--- src/rtl/cxu_mux_n.sv ---
// cxu_mux_n: CXU-LI one-initiator to N-target mux; responses return in request order via an ID FIFO.
module cxu_mux_n #(
    parameter int unsigned CXU_N_CXUS     = 4,
    parameter int unsigned CXU_CXU_ID_W   = (CXU_N_CXUS > 1) ? $clog2(CXU_N_CXUS) : 1,
    parameter int unsigned CXU_STATE_ID_W = 1,
    parameter int unsigned CXU_FUNC_ID_W  = 3,
    parameter int unsigned CXU_INSN_W     = 1,
    parameter int unsigned CXU_DATA_W     = 32,
    parameter int unsigned N_REQS         = 16,
    parameter logic [2:0]  ERR_STATUS     = 3'd7
) (
    input  logic                               CLK,
    input  logic                               rst,
    input  logic                               UserCLK_en,
    input  logic                               req_valid,
    output logic                               req_ready,
    input  logic [CXU_CXU_ID_W-1:0]            req_cxu,
    input  logic [CXU_STATE_ID_W-1:0]          req_state,
    input  logic [CXU_FUNC_ID_W-1:0]           req_func,
    input  logic [CXU_INSN_W-1:0]              req_insn,
    input  logic [CXU_DATA_W-1:0]              req_data0,
    input  logic [CXU_DATA_W-1:0]              req_data1,
    output logic                               resp_valid,
    input  logic                               resp_ready,
    output logic [2:0]                         resp_status,
    output logic [CXU_DATA_W-1:0]              resp_data,
    output logic [CXU_N_CXUS-1:0]              t_req_valid,
    input  logic [CXU_N_CXUS-1:0]              t_req_ready,
    output logic [CXU_STATE_ID_W-1:0]          t_req_state,
    output logic [CXU_FUNC_ID_W-1:0]           t_req_func,
    output logic [CXU_INSN_W-1:0]              t_req_insn,
    output logic [CXU_DATA_W-1:0]              t_req_data0,
    output logic [CXU_DATA_W-1:0]              t_req_data1,
    input  logic [CXU_N_CXUS-1:0]              t_resp_valid,
    output logic [CXU_N_CXUS-1:0]              t_resp_ready,
    input  logic [3*CXU_N_CXUS-1:0]            t_resp_status,
    input  logic [CXU_DATA_W*CXU_N_CXUS-1:0]   t_resp_data
);

    localparam int unsigned ID_W   = CXU_CXU_ID_W;
    localparam int unsigned DATA_W = CXU_DATA_W;
    localparam int unsigned PTR_W  = (N_REQS > 1) ? $clog2(N_REQS) : 1;
    localparam int unsigned CNT_W  = $clog2(N_REQS + 1);
    localparam logic [PTR_W-1:0] LAST_PTR = PTR_W'(N_REQS - 1);
    localparam logic [CNT_W-1:0] FULL_CNT = CNT_W'(N_REQS);

    typedef struct packed {
        logic            err;
        logic [ID_W-1:0] id;
    } entry_t;

    entry_t            fifo [N_REQS];
    logic [PTR_W-1:0]  wr_ptr;
    logic [PTR_W-1:0]  rd_ptr;
    logic [CNT_W-1:0]  count;

    logic   en;
    logic   full;
    logic   hit;
    logic   sel_ready;
    logic   push;
    logic   pop;
    entry_t head;

    function automatic logic [PTR_W-1:0] ptr_inc(input logic [PTR_W-1:0] p);
        return (p == LAST_PTR) ? '0 : p + PTR_W'(1);
    endfunction

    // Payload is broadcast to every target with no added latency
    assign t_req_state = req_state;
    assign t_req_func  = req_func;
    assign t_req_insn  = req_insn;
    assign t_req_data0 = req_data0;
    assign t_req_data1 = req_data1;

    // Request routing: valid to the selected target only, absent IDs accepted locally
    always_comb begin
        en          = UserCLK_en & ~rst;
        full        = (count == FULL_CNT);
        hit         = 1'b0;
        sel_ready   = 1'b0;
        t_req_valid = '0;
        for (int i = 0; i < int'(CXU_N_CXUS); i++) begin
            if (req_cxu == ID_W'(i)) begin
                hit            = 1'b1;
                sel_ready      = t_req_ready[i];
                t_req_valid[i] = en & req_valid & ~full;
            end
        end
        req_ready = en & ~full & (hit ? sel_ready : 1'b1);
        push      = req_valid & req_ready;
    end

    // Response return: only the FIFO head's target may complete; error entries answer locally
    always_comb begin
        head         = fifo[rd_ptr];
        resp_valid   = 1'b0;
        resp_status  = '0;
        resp_data    = '0;
        t_resp_ready = '0;
        if (!rst && count != '0) begin
            if (head.err) begin
                resp_valid  = en;
                resp_status = ERR_STATUS;
            end else begin
                for (int i = 0; i < int'(CXU_N_CXUS); i++) begin
                    if (head.id == ID_W'(i)) begin
                        resp_valid      = en & t_resp_valid[i];
                        resp_status     = t_resp_status[3*i +: 3];
                        resp_data       = t_resp_data[DATA_W*i +: DATA_W];
                        t_resp_ready[i] = en & resp_ready;
                    end
                end
            end
        end
        pop = resp_valid & resp_ready;
    end

    // FIFO pointers and occupancy
    always_ff @(posedge CLK or posedge rst) begin
        if (rst) begin
            wr_ptr <= '0;
            rd_ptr <= '0;
            count  <= '0;
        end else begin
            if (push) begin
                wr_ptr <= ptr_inc(wr_ptr);
            end
            if (pop) begin
                rd_ptr <= ptr_inc(rd_ptr);
            end
            if (push && !pop) begin
                count <= count + CNT_W'(1);
            end else if (pop && !push) begin
                count <= count - CNT_W'(1);
            end
        end
    end

    // FIFO storage; contents are only meaningful between the pointers, so no reset needed
    always_ff @(posedge CLK) begin
        if (push) begin
            fifo[wr_ptr] <= '{err: ~hit, id: req_cxu};
        end
    end

endmodule
--- config.mk ---
export PLATFORM = sky130hd
export DESIGN_NAME = cxu_mux_n
export DESIGN_NICKNAME = d
export VERILOG_FILES = /design/src/rtl/cxu_mux_n.sv
export SDC_FILE = /design/constraint.sdc
export NUM_CORES = 1
export LEC_CHECK = 0
export ABC_AREA = 1
export CAP_MARGIN = 20
export CELL_PAD_IN_SITES_DETAIL_PLACEMENT = 0
export CELL_PAD_IN_SITES_GLOBAL_PLACEMENT = 2
export CORE_MARGIN = 2
export CORE_UTILIZATION = 16
export CTS_CLUSTER_SIZE = 20
export DETAILED_ROUTE_END_ITERATION = 16
export HOLD_SLACK_MARGIN = 0.03
export PLACE_DENSITY_LB_ADDON = 0.1
export SYNTH_ARGS = -nofsm -noshare
export SYNTH_HDL_FRONTEND = slang
export SYNTH_SLANG_ARGS = --single-unit
--- constraint.sdc ---
create_clock -name CLK -period 3.06 [get_ports CLK]
set_input_delay 0.459 -clock CLK [delete_from_list [all_inputs] [get_ports CLK]]
set_output_delay 0.459 -clock CLK [all_outputs]
set_load 0.005 [all_outputs]
## Word level (Yosys, flattened, before mapping)

Memory sizes are Yosys's and may differ from the RTL's.
Cells that the tools add are included.

| storage, ports and cells | value |
|---|---|
| output and inout port bits | 114 |
| bits in writable memories | 48 |
| register bits after elaboration | 13 |
| memories kept | 1 |

Memories:

| memory | words | width | read ports | clocked after Yosys merged registers in | wr ports | RTL line | source |
|---|---|---|---|---|---|---|---|
| fifo | 16 | 3 | 1 | 0 | 1 | 52 | `entry_t fifo [N_REQS];` |

| cells by class | value |
|---|---|
| equality and inequality tests | 9 |
| reductions and logical operators | 10 |
| add/subtract/negate cells | 4 |
| bitwise gates (word level) | 15 |
| mux-type cells | 43 |

Operators by type and width:

| operator | count |
|---|---|
| 32-bit two-way mux | 6 |
| 1-bit two-way mux | 25 |
| 3-bit two-way mux | 6 |
| 4-bit two-way mux | 4 |
| 1-bit AND | 12 |
| 5-bit two-way mux | 2 |
| 4-bit by 1-bit adder with 4-bit output, second input constant | 2 |
| 2-bit == test, second input constant | 4 |
| 4-bit == test, second input constant | 2 |
| 5-bit by 1-bit adder with 5-bit output, second input constant | 1 |
| 5-bit == test, second input constant | 1 |
| 5-bit nonzero test | 1 |
| 5-bit by 1-bit subtractor with 5-bit output, second input constant | 1 |
| 2-bit by 1-bit == test with 1-bit output, second input constant | 2 |
| 2-bit zero test | 2 |
| 1-bit logical AND | 3 |
| 1-bit zero test | 3 |
| 1-bit NOT | 3 |
| 2-bit nonzero test | 1 |

## Logic depth before layout (Yosys ltp)

Gate-level depths: netlist of the first run.

| depth | value |
|---|---|
| depth in word-level cells | 13 |
| gate-level depth with buffers | 23 |
| gate-level depth less buffers | 21 |

## Least setup slack after synthesis of the first run

Ideal clock, no wire load.

| timing path | value |
|---|---|
| path kind | register -> register |
| start point | register rd_ptr[0] |
| end point | register count[4] |
| path slack | 91 ps |
| data required time | 2935 ps |
| cell stages (with the launch flop) | 21 |
| clock period less this slack | 2969 ps |
| setup time | 125 ps |
| buffers on the path | 2 |
| data arrival time | 2844 ps |
| cells stage by stage | dfrtp_1 buf_6 buf_6 or2_1 nand3_1 nand3_1 nand3_2 nand2_4 nand3_1 nand2_1 o21ai_4 nand3_4 ha_1 inv_1 ha_1 a21o_1 a31oi_1 nand2_1 nand2_1 nor2_1 xor2_1 |

| between the ends | value |
|---|---|
| longest elaborated chain between the ends | 12 |

Ends and longest elaborated chain:

| what | RTL line | source |
|---|---|---|
| start: declaration | 54 | `logic [PTR_W-1:0] rd_ptr;` |
| start signal: assignment | 130 | `rd_ptr <= ptr_inc(rd_ptr);` |
| memory 16 x 3 bit * | -- |  |
| 2-bit zero test | 107 | `if (head.id == ID_W'(i)) begin` |
| 1-bit two-way mux (4 in series) | 107 |  |
| 1-bit two-way mux * | 102 | `if (head.err) begin` |
| 1-bit two-way mux * | 101 | `if (!rst && count != '0) begin` |
| 1-bit AND * | 116 | `pop = resp_valid & resp_ready;` |
| 1-bit zero test | 132 | `if (push && !pop) begin` |
| 1-bit logical AND | 132 |  |
| 5-bit two-way mux or 2-bit nonzero test (tied branches) | -- |  |
| end signal: assignment | 133 | `count <= count + CNT_W'(1);` |
| end signal: assignment | 135 | `count <= count - CNT_W'(1);` |
| end: declaration | 55 | `logic [CNT_W-1:0] count;` |

Every way passes the cells marked *; elsewhere a longest branch is shown, timed or not.
A chain may end at the register's enable or synchronous reset.

## Final worst setup path of the first run

| timing path | value |
|---|---|
| start point | register rd_ptr[0] |
| end point | output port resp_data[1] |

| between the ends | value |
|---|---|
| longest elaborated chain between the ends | 8 |

Ends and longest elaborated chain:

| what | RTL line | source |
|---|---|---|
| memory 16 x 3 bit * | -- |  |
| 2-bit zero test | 107 |  |
| 32-bit two-way mux (4 in series) | 107 |  |
| 32-bit two-way mux * | 102 |  |
| 32-bit two-way mux * | 101 |  |
| end: declaration | 26 | `output logic [CXU_DATA_W-1:0] resp_data,` |

Marked as above.

==> results of run 1 <==
-- synth_stat cells (5+ instances only) --
| library cell | instances |
|---|---|
| sky130_fd_sc_hd__nand2_1 | 126 |
| sky130_fd_sc_hd__buf_4 | 74 |
| sky130_fd_sc_hd__nor2_1 | 66 |
| sky130_fd_sc_hd__nand3_1 | 63 |
| sky130_fd_sc_hd__inv_1 | 52 |
| sky130_fd_sc_hd__edfxtp_1 | 48 |
| sky130_fd_sc_hd__o21ai_0 | 39 |
| sky130_fd_sc_hd__a21oi_1 | 27 |
| sky130_fd_sc_hd__o21ai_1 | 18 |
| sky130_fd_sc_hd__buf_2 | 15 |
| sky130_fd_sc_hd__dfrtp_1 | 13 |
| sky130_fd_sc_hd__o22ai_1 | 11 |
| sky130_fd_sc_hd__ha_1 | 9 |
| sky130_fd_sc_hd__nor3_1 | 8 |
| sky130_fd_sc_hd__or2_1 | 8 |
| sky130_fd_sc_hd__buf_6 | 7 |
| sky130_fd_sc_hd__o221ai_1 | 6 |
| sky130_fd_sc_hd__a31oi_1 | 5 |
| sky130_fd_sc_hd__nand2_2 | 5 |
| sky130_fd_sc_hd__nand3_2 | 5 |
-- layout make-up --
| cell class | count | area (sq um) | area share |
|---|---|---|---|
| Multi-Input combinational cell | 455 | 2680 | 0.318 |
| Antenna cell | 3 | 7.51 | 0.000892 |
| Clock buffer | 9 | 225 | 0.0268 |
| Timing Repair Buffer | 289 | 2840 | 0.337 |
| Clock inverter | 7 | 146 | 0.0174 |
| Inverter | 59 | 256 | 0.0305 |
| Sequential cell | 61 | 1770 | 0.210 |
| Tap cell | 396 | 495 | 0.0589 |
-- worst max-delay path, stage by stage (launching register included) --
cell and delay, ns:
sky130_fd_sc_hd__dfrtp_1 0.40, sky130_fd_sc_hd__buf_12 0.16, sky130_fd_sc_hd__buf_12 0.13, sky130_fd_sc_hd__nand2_1 0.08, sky130_fd_sc_hd__nand3_2 0.09, sky130_fd_sc_hd__nand2_1 0.08, sky130_fd_sc_hd__nand2_1 0.06, sky130_fd_sc_hd__nand3_2 0.08
sky130_fd_sc_hd__nand2_4 0.09, sky130_fd_sc_hd__buf_12 0.15, sky130_fd_sc_hd__nor2_4 0.13, sky130_fd_sc_hd__clkinv_4 0.08, sky130_fd_sc_hd__buf_6 0.12, sky130_fd_sc_hd__buf_4 0.13, sky130_fd_sc_hd__buf_4 0.13, sky130_fd_sc_hd__o21ai_2 0.12
sky130_fd_sc_hd__a21oi_2 0.04, sky130_fd_sc_hd__buf_2 0.15
-- metal layers --
metal | track usage | vias up | share of wire
li1 | - | 2557 | -
met3 | 0.0259 | 55 | 0.051
met4 | 0.0458 | 0 | 0.022
met1 | 0.166 | 2411 | 0.40
met5 | 0 | - | 0
met2 | 0.271 | 186 | 0.53
-- logic make-up (layout without fill, tap and decap cells) --
group                      count (synthesis)  count (layout)  share of synthesized area
adders and majority gates                 10              10                     0.0266
xor gates and xnor gates                   5               5                    0.00878
DFF                                       61              61                      0.354
buffers and inverters                    159             364                      0.190
and+or+nand+nor                          303             303                      0.276
AOI/OAI and AO/OA                        121             121                      0.143
other                                      1              19                   0.000752
-- power by group through the flow --
stage | clock [W] | combinational (W) | sequential, W
finish | 0.00125 | 0.00736 | 0.00108
global route | 0.00132 | 0.00807 | 0.00109
CTS | 0.00128 | 0.00694 | 0.00107
detailed placement | 0 | 0.00617 | 0.00109
global placement | 0 | 0.00620 | 0.00108
floorplan | 0 | 0.00328 | 0.00107
-- per-stage QoR --
stage / setup WS (ns) / setup TNS (ns)
CTS: -0.0603 / -0.266
floorplan: 0.0909 / 0
global placement: -0.270 / -1.83
finish: 0.0352 / 0
global route: -0.114 / -0.475
detailed placement: -0.241 / -2.67
-- registers in the layout (all words and copies together) (netlist names) --
register / flops
rd_ptr: 4
count: 5
fifo: 48
wr_ptr: 4
-- path summary, 6_finish.rpt --
path / start / cells past startpoint / slack (ns) / end
min in group asynchronous: rst / 3 / 0.51 / rd_ptr[2]$_DFFE_PP0P_
worst min register to register: count[4]$_DFFE_PP0P_ / 1 / 0.49 / count[4]$_DFFE_PP0P_
worst min-delay path: count[4]$_DFFE_PP0P_ / 1 / 0.49 / count[4]$_DFFE_PP0P_
max in group asynchronous: rst / 3 / 2.37 / wr_ptr[2]$_DFFE_PP0P_
worst max register to register: rd_ptr[0]$_DFFE_PP0P_ / 22 / 0.07 / count[4]$_DFFE_PP0P_
worst max-delay path: rd_ptr[0]$_DFFE_PP0P_ / 17 / 0.04 / resp_data[1]
-- timing repair --
action                     CTS  global route
setup endpoints to repair   42            42
gates resized for setup    182           104
pin swaps                   17            38
setup buffers               14             6
cloned                       4             1
==> load_flow_metrics.sql, run 1 <==
INSERT INTO impl_metrics (metric_group, metric, value, unit) VALUES
('clock_tree', 'clock_path_buffers', '2', ''),
('logic_synthesis', 'synthesis.instances', '660', ''),
('finish', 'number_of_standard_cells_in_the_final_layout_excluding_fillers', '1279', ''),
('power', 'power_density', '1150', 'nW/um^2'),
('logic_synthesis', 'synth_seq_cells', '61', ''),
('run', 'maxCapViolations', '0', ''),
('power', 'p_int', '0.00534', 'W'),
('timing', 'final_period_minus_worst_setup_slack', '3.02', 'ns'),
('global_routing', 'grt_max_degree', '26', ''),
('power', 'netSwitchingPower', '0.00435', 'W'),
('timing', 'clock-skew-final', '0.00668', 'ns'),
('floorplanning', 'row_count', '64', ''),
('finish', 'final_common_cell', 'sky130_fd_sc_hd__clkdlybuf4s50_1', ''),
('logic_synthesis', 'synth_flop_cell', 'sky130_fd_sc_hd__edfxtp_1', ''),
('power', 'power.leakage', '3.51', 'nW'),
('finish', 'post_route_cells_drive_above_1_share', '0.273', ''),
('min_path', 'timing.hold.worst.class', 'flop to flop', ''),
('placement', 'detailed_place.area', '7450', 'sq um'),
('routing', 'drt-pass1-iter-count', '6', ''),
('timing', 'timing.final.max_slew_violations', '0', ''),
('logic_synthesis', 'synth-warning-count', '0', ''),
('clock_tree', 'clkSinkCount', '61', ''),
('floorplanning', 'die_y', '181', 'microns'),
('timing', 'finalHoldViolations', '0', ''),
('worst_setup_path', 'worst-endpoint-arrival', '2.57', 'ns'),
('timing', 'setup-violations-final', '0', ''),
('worst_setup_path', 'crit_required', '2.60', 'ns'),
('floorplanning', 'floorplan.core_area', '30700', 'sq um'),
('global_routing', 'antenna_violations_before_repair', '2', ''),
('clock_tree', 'count_of_hold_fix_buffers_inserted_at_cts', '0', ''),
('clock_tree', 'worst_setup_hold_path_clk_slew', '0.05', 'ns'),
('logic_synthesis', 'synth.distinct_cells', '44', ''),
('power', 'worst_ir_drop_on_vdd', '417', 'uV'),
('logic_synthesis', 'synthTopCellsByArea', 'sky130_fd_sc_hd__edfxtp_1 (29%), sky130_fd_sc_hd__buf_4 (11%), sky130_fd_sc_hd__nand2_1 (9.5%)', ''),
('clock_tree', 'root_buffer', 'sky130_fd_sc_hd__clkbuf_16', ''),
('worst_setup_path', 'timing.critical_path.to_type', 'output port', ''),
('finish', 'area.growth.synth_to_final', '68.7', '%'),
('timing', 'unrepaired_setup_endpoints_after_global_routing', 'true', ''),
('global_routing', 'globalRouteOverflowTotal', '0', ''),
('routing', 'via_per_inst', '4.07', ''),
('finish', 'fin_nets', '1109', ''),
('power', 'post-layout-total-power', '0.00970', 'W'),
('timing', 'fmaxAchievable', '331', 'MHz'),
('routing', 'detail_route.drc_violations', '0', ''),
('finish', 'n_fill_cell', '3331', ''),
('global_routing', 'grt_first_pass_wirelength', '35500', 'microns'),
('clock_tree', 'cts_tree', 'done', ''),
('finish', 'postLayoutCoreUtil', '0.274', ''),
('placement', 'portBuffers', '199', ''),
('worst_setup_path', 'timing.critical_path.from_type', 'flop', ''),
('logic_synthesis', 'netlist.area_leader.share', '0.289', ''),
('worst_setup_path', 'crit_path_max_fanout', '9', ''),
('logic_synthesis', 'yosysTopAreaCell', 'sky130_fd_sc_hd__edfxtp_1', ''),
('worst_setup_path', 'setup.worst_path.class', 'flop to output port', ''),
('finish', 'layout.cell_area.non_filler', '8410', 'sq um'),
('floorplanning', 'fp.dieArea', '32600', 'sq um'),
('routing', 'wirelength', '24500', 'microns'),
('outcome', 'status', 'finished clean', ''),
('finish', 'most-common-layout-cells', 'sky130_fd_sc_hd__clkdlybuf4s50_1 (159), sky130_fd_sc_hd__nand2_1 (111), sky130_fd_sc_hd__nor2_1 (64), sky130_fd_sc_hd__buf_4 (52), sky130_fd_sc_hd__inv_1 (51)', ''),
('global_routing', 'vias_in_the_first_global_route', '5483', ''),
('clock_tree', 'cts_buffers', '9', ''),
('clock_tree', 'clk_lat_worst_skew', '0.33', 'ns'),
('timing', 'portion_of_the_clock_cycle_consumed_by_the_worst_path_in_the_final_layout', '0.988', ''),
('routing', 'antenna_violation_net_count_after_detailed_routing', '0', ''),
('routing', 'detailedRoute.firstIterationViolations', '226', ''),
('floorplanning', 'start_util', '0.163', ''),
('placement', 'detailed_place_hpwl', '19400', 'microns'),
('logic_synthesis', 'netlist_area', '4990', 'sq um'),
('logic_synthesis', 'async_reset_ff_frac', '0.213', ''),
('power', 'p_seq_frac', '0.111', ''),
('floorplanning', 'die_x', '181', 'microns');
(Power assumes the default switching activity.)
==> run 2: changes to the inputs <==
GPL_ROUTABILITY_DRIVEN = 0   (was not set)
==> results of run 2 <==
The final DEF is identical to that of run 1; final timing and power are the same.
